--- config.mk ---
export PLATFORM = sky130hd
export DESIGN_NAME = factor_search
export DESIGN_NICKNAME = d
export VERILOG_FILES = /design/src/rtl/factor_pkg.sv /design/src/rtl/factor_search_mul_seq.sv /design/src/rtl/factor_search.sv
export SDC_FILE = /design/constraint.sdc
export NUM_CORES = 1
export LEC_CHECK = 0
export BUFFER_PORTS_ARGS = -buffer_cell sky130_fd_sc_hd__buf_2
export CAP_MARGIN = 20
export CELL_PAD_IN_SITES_DETAIL_PLACEMENT = 1
export CELL_PAD_IN_SITES_GLOBAL_PLACEMENT = 1
export CORE_MARGIN = 2
export CORE_UTILIZATION = 44
export DETAILED_ROUTE_END_ITERATION = 16
export PLACE_DENSITY_LB_ADDON = 0.1
export SYNTH_ARGS = -nofsm -noshare
export SYNTH_HDL_FRONTEND = slang
export SYNTH_SLANG_ARGS = --single-unit
--- constraint.sdc ---
create_clock -name clk -period 2.2 [get_ports clk]
set_clock_uncertainty 0.05 [all_clocks]
set_input_delay 0 -clock clk [delete_from_list [all_inputs] [get_ports clk]]
set_output_delay 0 -clock clk [all_outputs]
set_load 0.05 [all_outputs]
--- src/rtl/factor_pkg.sv ---
// factor_pkg: shared definitions for the factor_search block.
//   - default factor / target widths
//   - controller state encoding
//   - lowest candidate value, with and without trivial factors
package factor_pkg;

   localparam int FW_DEFAULT    = 4;
   localparam int AW_DEFAULT    = 2 * FW_DEFAULT;

   // Lowest value tried for either factor.
   localparam int LO_ALL        = 0;
   localparam int LO_NONTRIVIAL = 2;

   typedef enum logic [2:0] {
      ST_IDLE,
      ST_LOAD,
      ST_MUL,
      ST_CMP,
      ST_DONE
   } state_t;

   function automatic int lo_value(input bit skip_trivial);
      return skip_trivial ? LO_NONTRIVIAL : LO_ALL;
   endfunction

endpackage

--- src/rtl/factor_search_mul_seq.sv ---
// mul_seq: FW-cycle unsigned shift-add multiplier.
// Ports:
//   clk, rst     - clock, synchronous active-high reset
//   load         - capture op_a/op_b and clear the accumulator
//   step         - perform one shift-add (one partial product)
//   op_a, op_b   - FW-bit unsigned operands
//   product      - AW-bit full-width product, valid after FW steps
//   done         - high during the final step; product is complete
//                  from the following cycle onwards
module mul_seq
   import factor_pkg::*;
#(
   parameter int FW = FW_DEFAULT,
   parameter int AW = AW_DEFAULT
) (
   input  logic          clk,
   input  logic          rst,
   input  logic          load,
   input  logic          step,
   input  logic [FW-1:0] op_a,
   input  logic [FW-1:0] op_b,
   output logic [AW-1:0] product,
   output logic          done
);

   localparam int CW = $clog2(FW + 1);
   localparam logic [CW-1:0] LAST_STEP = CW'(FW - 1);

   logic [AW-1:0] mcand;
   logic [FW-1:0] mplier;
   logic [CW-1:0] cnt;

   always_ff @(posedge clk) begin
      if (rst) begin
         product <= '0;
         mcand   <= '0;
         mplier  <= '0;
         cnt     <= '0;
      end else if (load) begin
         product <= '0;
         mcand   <= {{(AW-FW){1'b0}}, op_a};
         mplier  <= op_b;
         cnt     <= '0;
      end else if (step) begin
         // Multiplicand is kept AW wide so the shifted partial products
         // never lose their upper bits.
         if (mplier[0]) begin
            product <= product + mcand;
         end
         mcand  <= mcand << 1;
         mplier <= mplier >> 1;
         cnt    <= cnt + 1'b1;
      end
   end

   assign done = step && (cnt == LAST_STEP);

endmodule

--- src/rtl/factor_search.sv ---
// factor_search: exhaustive search for a factor pair f1*f2 == start_a with
// f1 <= f2, enumerating f1 ascending (outer) and f2 ascending from f1
// (inner). Each candidate costs FW+2 cycles: LOAD, FW MUL cycles, CMP.
// Optional build macro: FACTOR_SKIP_TRIVIAL_EN -- when defined the search
// starts at 2, so only nontrivial factorizations are reported.
// Ports:
//   clk, rst                   - clock, synchronous active-high reset
//   start_valid/start_ready    - request handshake, start_a sampled on accept
//   start_a                    - AW-bit target product
//   res_valid/res_ready        - result handshake
//   res_found, res_f1, res_f2  - result; f1/f2 are zero when not found
//   busy                       - high whenever not idle
module factor_search
   import factor_pkg::*;
#(
   parameter int FW = FW_DEFAULT,
   parameter int AW = AW_DEFAULT   // must equal 2*FW
) (
   input  logic          clk,
   input  logic          rst,
   input  logic          start_valid,
   output logic          start_ready,
   input  logic [AW-1:0] start_a,
   output logic          res_valid,
   input  logic          res_ready,
   output logic          res_found,
   output logic [FW-1:0] res_f1,
   output logic [FW-1:0] res_f2,
   output logic          busy
);

`ifdef FACTOR_SKIP_TRIVIAL_EN
   localparam bit SKIP_TRIVIAL = 1'b1;
`else
   localparam bit SKIP_TRIVIAL = 1'b0;
`endif

   localparam logic [FW-1:0] LO  = FW'(lo_value(SKIP_TRIVIAL));
   localparam logic [FW-1:0] MAX = '1;

   state_t        state, state_nx;
   logic [AW-1:0] target;
   logic [FW-1:0] i1, i2;
   logic          found;
   logic [FW-1:0] f1, f2;
   logic [AW-1:0] product;
   logic          mul_done;
   logic          load, step;
   logic          match;
   logic          last_cand;

   mul_seq #(.FW(FW), .AW(AW)) u_mul (
      .clk     (clk),
      .rst     (rst),
      .load    (load),
      .step    (step),
      .op_a    (i1),
      .op_b    (i2),
      .product (product),
      .done    (mul_done)
   );

   assign match     = (product == target);
   assign last_cand = (i1 == MAX) && (i2 == MAX);

   always_ff @(posedge clk) begin
      if (rst) begin
         state <= ST_IDLE;
      end else begin
         state <= state_nx;
      end
   end

   always_comb begin
      state_nx    = state;
      load        = 1'b0;
      step        = 1'b0;
      start_ready = 1'b0;
      res_valid   = 1'b0;
      busy        = 1'b1;
      case (state)
         ST_IDLE: begin
            start_ready = 1'b1;
            busy        = 1'b0;
            if (start_valid) state_nx = ST_LOAD;
         end
         ST_LOAD: begin
            load     = 1'b1;
            state_nx = ST_MUL;
         end
         ST_MUL: begin
            step = 1'b1;
            if (mul_done) state_nx = ST_CMP;
         end
         ST_CMP: begin
            state_nx = (match || last_cand) ? ST_DONE : ST_LOAD;
         end
         ST_DONE: begin
            res_valid = 1'b1;
            if (res_ready) state_nx = ST_IDLE;
         end
         default: state_nx = ST_IDLE;
      endcase
   end

   always_ff @(posedge clk) begin
      if (rst) begin
         target <= '0;
         i1     <= '0;
         i2     <= '0;
         found  <= 1'b0;
         f1     <= '0;
         f2     <= '0;
      end else begin
         case (state)
            ST_IDLE: begin
               if (start_valid) begin
                  target <= start_a;
                  i1     <= LO;
                  i2     <= LO;
               end
            end
            ST_CMP: begin
               if (match) begin
                  found <= 1'b1;
                  f1    <= i1;
                  f2    <= i2;
               end else if (i2 < MAX) begin
                  i2 <= i2 + 1'b1;
               end else if (i1 < MAX) begin
                  // Inner loop restarts at the new outer value so f1 <= f2.
                  i1 <= i1 + 1'b1;
                  i2 <= i1 + 1'b1;
               end else begin
                  found <= 1'b0;
                  f1    <= '0;
                  f2    <= '0;
               end
            end
            default: ;
         endcase
      end
   end

   assign res_found = found;
   assign res_f1    = f1;
   assign res_f2    = f2;

endmodule

======== Word-level counts from Yosys, hierarchy flattened ========
Cells that the tools add are included.
Widths: inputs -> output; s select.
storage, ports and cells
  register bits after elaboration ......... 51
  input port bits ......................... 12
  output and inout port bits .............. 12
  word-level logic and storage cells ...... 77
cells by class
  add/subtract/negate cells ............... 4
  magnitude comparators ................... 2
  equal/unequal tests ..................... 17
  mux-type cells .......................... 29
  reduce and logical (&&, ||, !) cells .... 13
operators with widths
  kind                 number
  $mux 4               14
  $ne 2x2->1 const B   8
  $pmux 4 s2           2
  $pmux 3 s5           1
  $mux 3               4
  $eq 3x2->1 const B   3
  $add 4x1->4 const B  2
  $add 8x8->8          1
  $eq 4x4->1 const B   2
  $eq 8x8->1           1
  $lt 4x4->1 const B   2
  $mux 1               8
  $reduce_and 3->1     2
  $reduce_and 5->1     1
  $reduce_and 2->1     2
  $reduce_and 4->1     1
  $reduce_bool 2->1    2
  $add 3x1->3 const B  1
  $eq 3x1->1 const B   1
  $eq 3x3->1 const B   1
  $logic_not 3->1      1
  $ne 3x3->1 const B   1
  $logic_and 1x1->1    2
  $reduce_or 2->1      1
  $logic_or 1x1->1     1

======== Logic depth before layout (Yosys ltp) ========
  word-level depth ........................ 5
  gate-level depth with buffers ........... 8
  gate-level depth less buffers ........... 8

======== Modules after synthesis ========
A second synthesis with hierarchy kept.
unflattened totals
  cells, all modules ...................... 296
  area, all modules ....................... 2622.5 sq um
by module, submodules not included
  module         instances  cells each  area each (sq um)
  factor_search  1          153         1362.6
  mul_seq        1          143         1260.0

======== Worst setup path before layout ========
No wires, ideal clock.
  path kind ............................... reg-to-reg
  start ................................... register state[1]
  end ..................................... register i1[2]
  setup time .............................. 0.128 ns
  arrival ................................. 2.313 ns
  required time ........................... 2.022 ns
  setup slack ............................. -0.291 ns
  cell stages (with the launch flop) ...... 7
  clock period less this slack ............ 2.491 ns
  cells stage by stage .................... dfxtp_1 > buf_2 > nor3_1 > nand2_1 > clkbuf_1 > nand4b_1 > o31ai_1
on the way
  longest elaborated chain between the ends .. 3
  elaborated cells on any way between the ends .. 9
RTL lines
  element                                                           RTL line              source
  from (decl)                                                       factor_search.sv:41   state_t state, state_nx;
  from (signal assigned)                                            factor_search.sv:70   state <= state_nx;
  $eq 3x2->1 / $logic_not 3->1 (equally long branches)              factor_search.sv:115  case (state)
  $ne 2x2->1 (no line) / $reduce_bool 2->1 (equally long branches)  n/a
  $reduce_and 5->1 (no line)                                        n/a
  to (signal assigned)                                              factor_search.sv:132  i1 <= i1 + 1'b1;
  to (decl)                                                         factor_search.sv:43   logic [FW-1:0] i1, i2;
Parallel ways exist; a longest one is shown, timed or not.
A chain may end at the register's enable or synchronous reset.

======== Worst setup path after layout ========
  start ................................... register u_mul.product[2]
  end ..................................... register u_mul.product[7]
on the way
  longest elaborated chain between the ends .. 1
RTL lines
  element                 RTL line                     source
  from (decl)             factor_search_mul_seq.sv:22  output logic [AW-1:0] product,
  from (signal assigned)  factor_search_mul_seq.sv:48  product <= product + mcand;
  $add 8x8->8             factor_search_mul_seq.sv:48
No other way between the ends.

==> flow_metrics.tcl <==
set metrics [dict create \
    dp_slack_ns 0.244 \
    post_cts_buffers 0 \
    gp_congestion 0.874 \
    firstDrtPassIters 4 \
    slew_viol_final 0 \
    drive_gt1_frac 0.155 \
    grt_pass1_vias 2132 \
    seq_area_sq_mm 0.00102 \
    ys_ff_latch 51 \
    clock_latency_ns 0.30 \
    die_h_microns 79.6 \
    cp_slowest_cell "or3_1" \
    startpoint "u_mul.product[2]" \
    syn-instance-count 296 \
    start_util 0.457 \
    die_width_microns 79.6 \
    switchingPower_mw 0.520 \
    final_nets 351 \
    rsz0062_at_grt "false" \
    tritoncts "yes" \
    multi_input_area_sq_mm 0.00139 \
    p_leak_nw 1.13 \
    cts-root-buf "clkbuf_8" \
    antenna_found_initial 0 \
    grt_usage 0.214 \
    grt_max_degree 19 \
    max_stage_delay_ns 0.38 \
    worstSetupPathType "reg -> reg" \
    p_seq_frac 0.518 \
    fmax_mhz 508 \
    via_count 2243 \
    yosysTopAreaCell "dfxtp_1" \
    synth_nets 320 \
    pwr-share-clk 0.345 \
    finalSetupViolCount 0 \
    worst_pin_slew_ns 0.541 \
    min_period_ns 1.97 \
    synth_ff_type "dfxtp_1" \
    path_max_fanout 4 \
    wire_per_inst_microns 16.1 \
    core_sq_mm 0.00551 \
    ios 24 \
    n_fill_cell 675 \
    overflow 0 \
    netSwitchingFraction 0.273 \
    clockBufferDepth 2 \
    cap_violations 0 \
    synth_area_leaders "dfxtp_1 (41%), nand2_1 (7.6%), ha_1 (5.5%)" \
    relSlewSlack 0.636 \
    ys_warn_count 0 \
    synthMuxAreaShare 0.00896 \
    postRouteAntennaNets 0 \
    grt_pass1_wl_mm 10.5 \
    p_comb_frac 0.138 \
    yosysUniqueCellTypes 54 \
    syn_avg_cell_area_sq_um 8.50 \
    syn_area_sq_mm 0.00251 \
    wl_mm 6.43 \
    stdcell_area_sq_mm 0.00291 \
    fin_crit_sh 0.895 \
    finalHoldViolCount 0 \
    path_clk_slew_ns 0.10 \
    synth_top_family_by_area "simple AND/OR/NAND/NOR gates" \
    syn_to_final_growth_pct 15.6 \
    htree_levels 2 \
    synth_edf_count 0 \
    synthArstFlopShare 0 \
    cts_made_buffers 5 \
    critPathBufInv 0 \
    powerDensity_mw_per_mm2 656 \
    reg2reg_from "u_mul.product[2]" \
    drc 0 \
    setup_tns_ns 0 \
    synthSimpleGateAreaFrac 0.233 \
    arrival_ns 2.17 \
    whs_ns 0.00931 \
    hpwl_mm 4.78 \
    first_iter_violations 132 \
    seq_area_frac_synth 0.406 \
    crit_required_ns 2.40 \
    worstSetupEndpointType "flop" \
    cts.sinks 51 \
    peakVddDrop_mv 0.419 \
    via_per_inst 5.61 \
    finalWorstSetupSlack_ns 0.230 \
    synth-adder-area-share 0.0627 \
    io_buffers 23 \
    crit_chain "ha_1 -> a21oi_1 -> a211oi_1 -> or3_1 -> a311oi_1 -> a41o_1" \
    status "finished clean" \
    synth_compound_area_frac 0.205 \
    diodes 0 \
    dpl_cell_area_sq_mm 0.00271 \
    path_delay_family "compound AO/OA/AOI/OAI gates" \
    synth_xor_area_frac 0.0418 \
    num_rows 27 \
    min_path_type "in -> reg" \
    dieArea_sq_mm 0.00634 \
    p_int_mw 1.39 \
    cp-start-kind "flop" \
    hp-start "res_ready" \
    synthDominantCellAreaShare 0.406 \
]
[cell usage in the layout (no fill, tap or decap), drive strengths merged, types with 10 or more instances in the layout]
| cell type | synthesis | layout |
|---|---|---|
| nand2 | 51 | 51 |
| dfxtp | 51 | 51 |
| buf | 6 | 31 |
| a21oi | 26 | 26 |
| nor2 | 25 | 25 |
| ha | 11 | 11 |
| xnor2 | 10 | 10 |
| nand3 | 10 | 10 |
[worst register-to-register path, cell delays in order, from the launching register on]
cell      delay, ns
dfxtp_1        0.34
ha_1           0.35
a21oi_1        0.29
a211oi_1       0.13
or3_1          0.38
a311oi_1       0.27
a41o_1         0.12
[Yosys cell counts, drive strengths merged (2+ instances only)]
master,count
and3,3
buf,6
a311oi,3
a211oi,3
nand4,4
o21a,2
o211ai,3
xnor2,10
nor3b,3
and2,2
nor4,2
nor2b,4
mux2,2
nor3,9
o22ai,4
o31ai,3
nand3b,2
o21ai,7
ha,11
nor2,25
a31oi,2
a21o,2
nand3,10
dfxtp,51
nand2,51
a22o,9
a22oi,3
xor2,2
a21oi,26
clkbuf,9
inv,9
[power by group through the flow]
| stage | registers [mW] | clock network (mW) | logic, mW |
|---|---|---|---|
| detailed placement | 1.01 | 0 | 0.252 |
| global route | 0.994 | 0.716 | 0.292 |
| global placement | 1.01 | 0 | 0.248 |
| CTS | 0.987 | 0.679 | 0.265 |
| finish | 0.987 | 0.657 | 0.262 |
| floorplan | 0.997 | 0 | 0.192 |
[area by class of cell]
type | count | share of cell area
Inverter | 9 | 0.0116
Clock buffer | 5 | 0.0237
Tap cell | 72 | 0.0310
Timing Repair Buffer | 39 | 0.0878
Multi-Input combinational cell | 221 | 0.480
Clock inverter | 3 | 0.0151
Sequential cell | 51 | 0.351
[state kept, by name, indices dropped and copies added (netlist names), 4 cells and up]
| name | cells |
|---|---|
| i1 | 4 |
| i2 | 4 |
| res_f1 | 4 |
| res_f2 | 4 |
| target | 8 |
| u_mul.mcand | 8 |
| u_mul.mplier | 4 |
| u_mul.product | 8 |
[repair_timing]
item / 4_1_cts / 5_1_grt
hold buffers: 8 / 0
endpoints found under the hold margin: 8 / 0
resized for setup: 0 / 0
[routing by layer]
| layer | vias up | wire [microns] | global-route usage |
|---|---|---|---|
| met5 | - | 0 | 0 |
| met4 | 0 | 42 | 0.0397 |
| met3 | 6 | 271 | 0.0351 |
| met2 | 44 | 2840 | 0.339 |
| met1 | 1082 | 3270 | 0.309 |
| li1 | 1111 | - | - |
[through the flow]
step | std cells | util | total power [mW]
floorplan | 296 | - | 1.19
global placement | 384 | 0.493 | 1.26
detailed placement | 384 | 0.493 | 1.26
CTS | 400 | 0.528 | 1.93
global route | 400 | 0.528 | 2.00
finish | 400 | 0.528 | 1.91
[kinds of logic after synthesis]
| kind of cell | Yosys count |
|---|---|
| AO/OA/AOI/OAI | 75 |
| AND/OR/NAND/NOR | 120 |
| XOR/XNOR | 12 |
| buffers and inverters | 24 |
| adder cells (fa/ha/maj) | 12 |
| flip-flops | 51 |
| multiplexers | 2 |
[final timing paths]
| kind | endpoint | slack [ns] | cells past startpoint |
|---|---|---|---|
| worst max-delay path | u_mul.product[7] | 0.23 | 6 |
| worst min register to register | res_f2[0] | 0.43 | 1 |
| worst min-delay path | state[2] | 0.009 | 4 |
| worst max register to register | u_mul.product[7] | 0.23 | 6 |
Power figures use the tool's default switching activity.
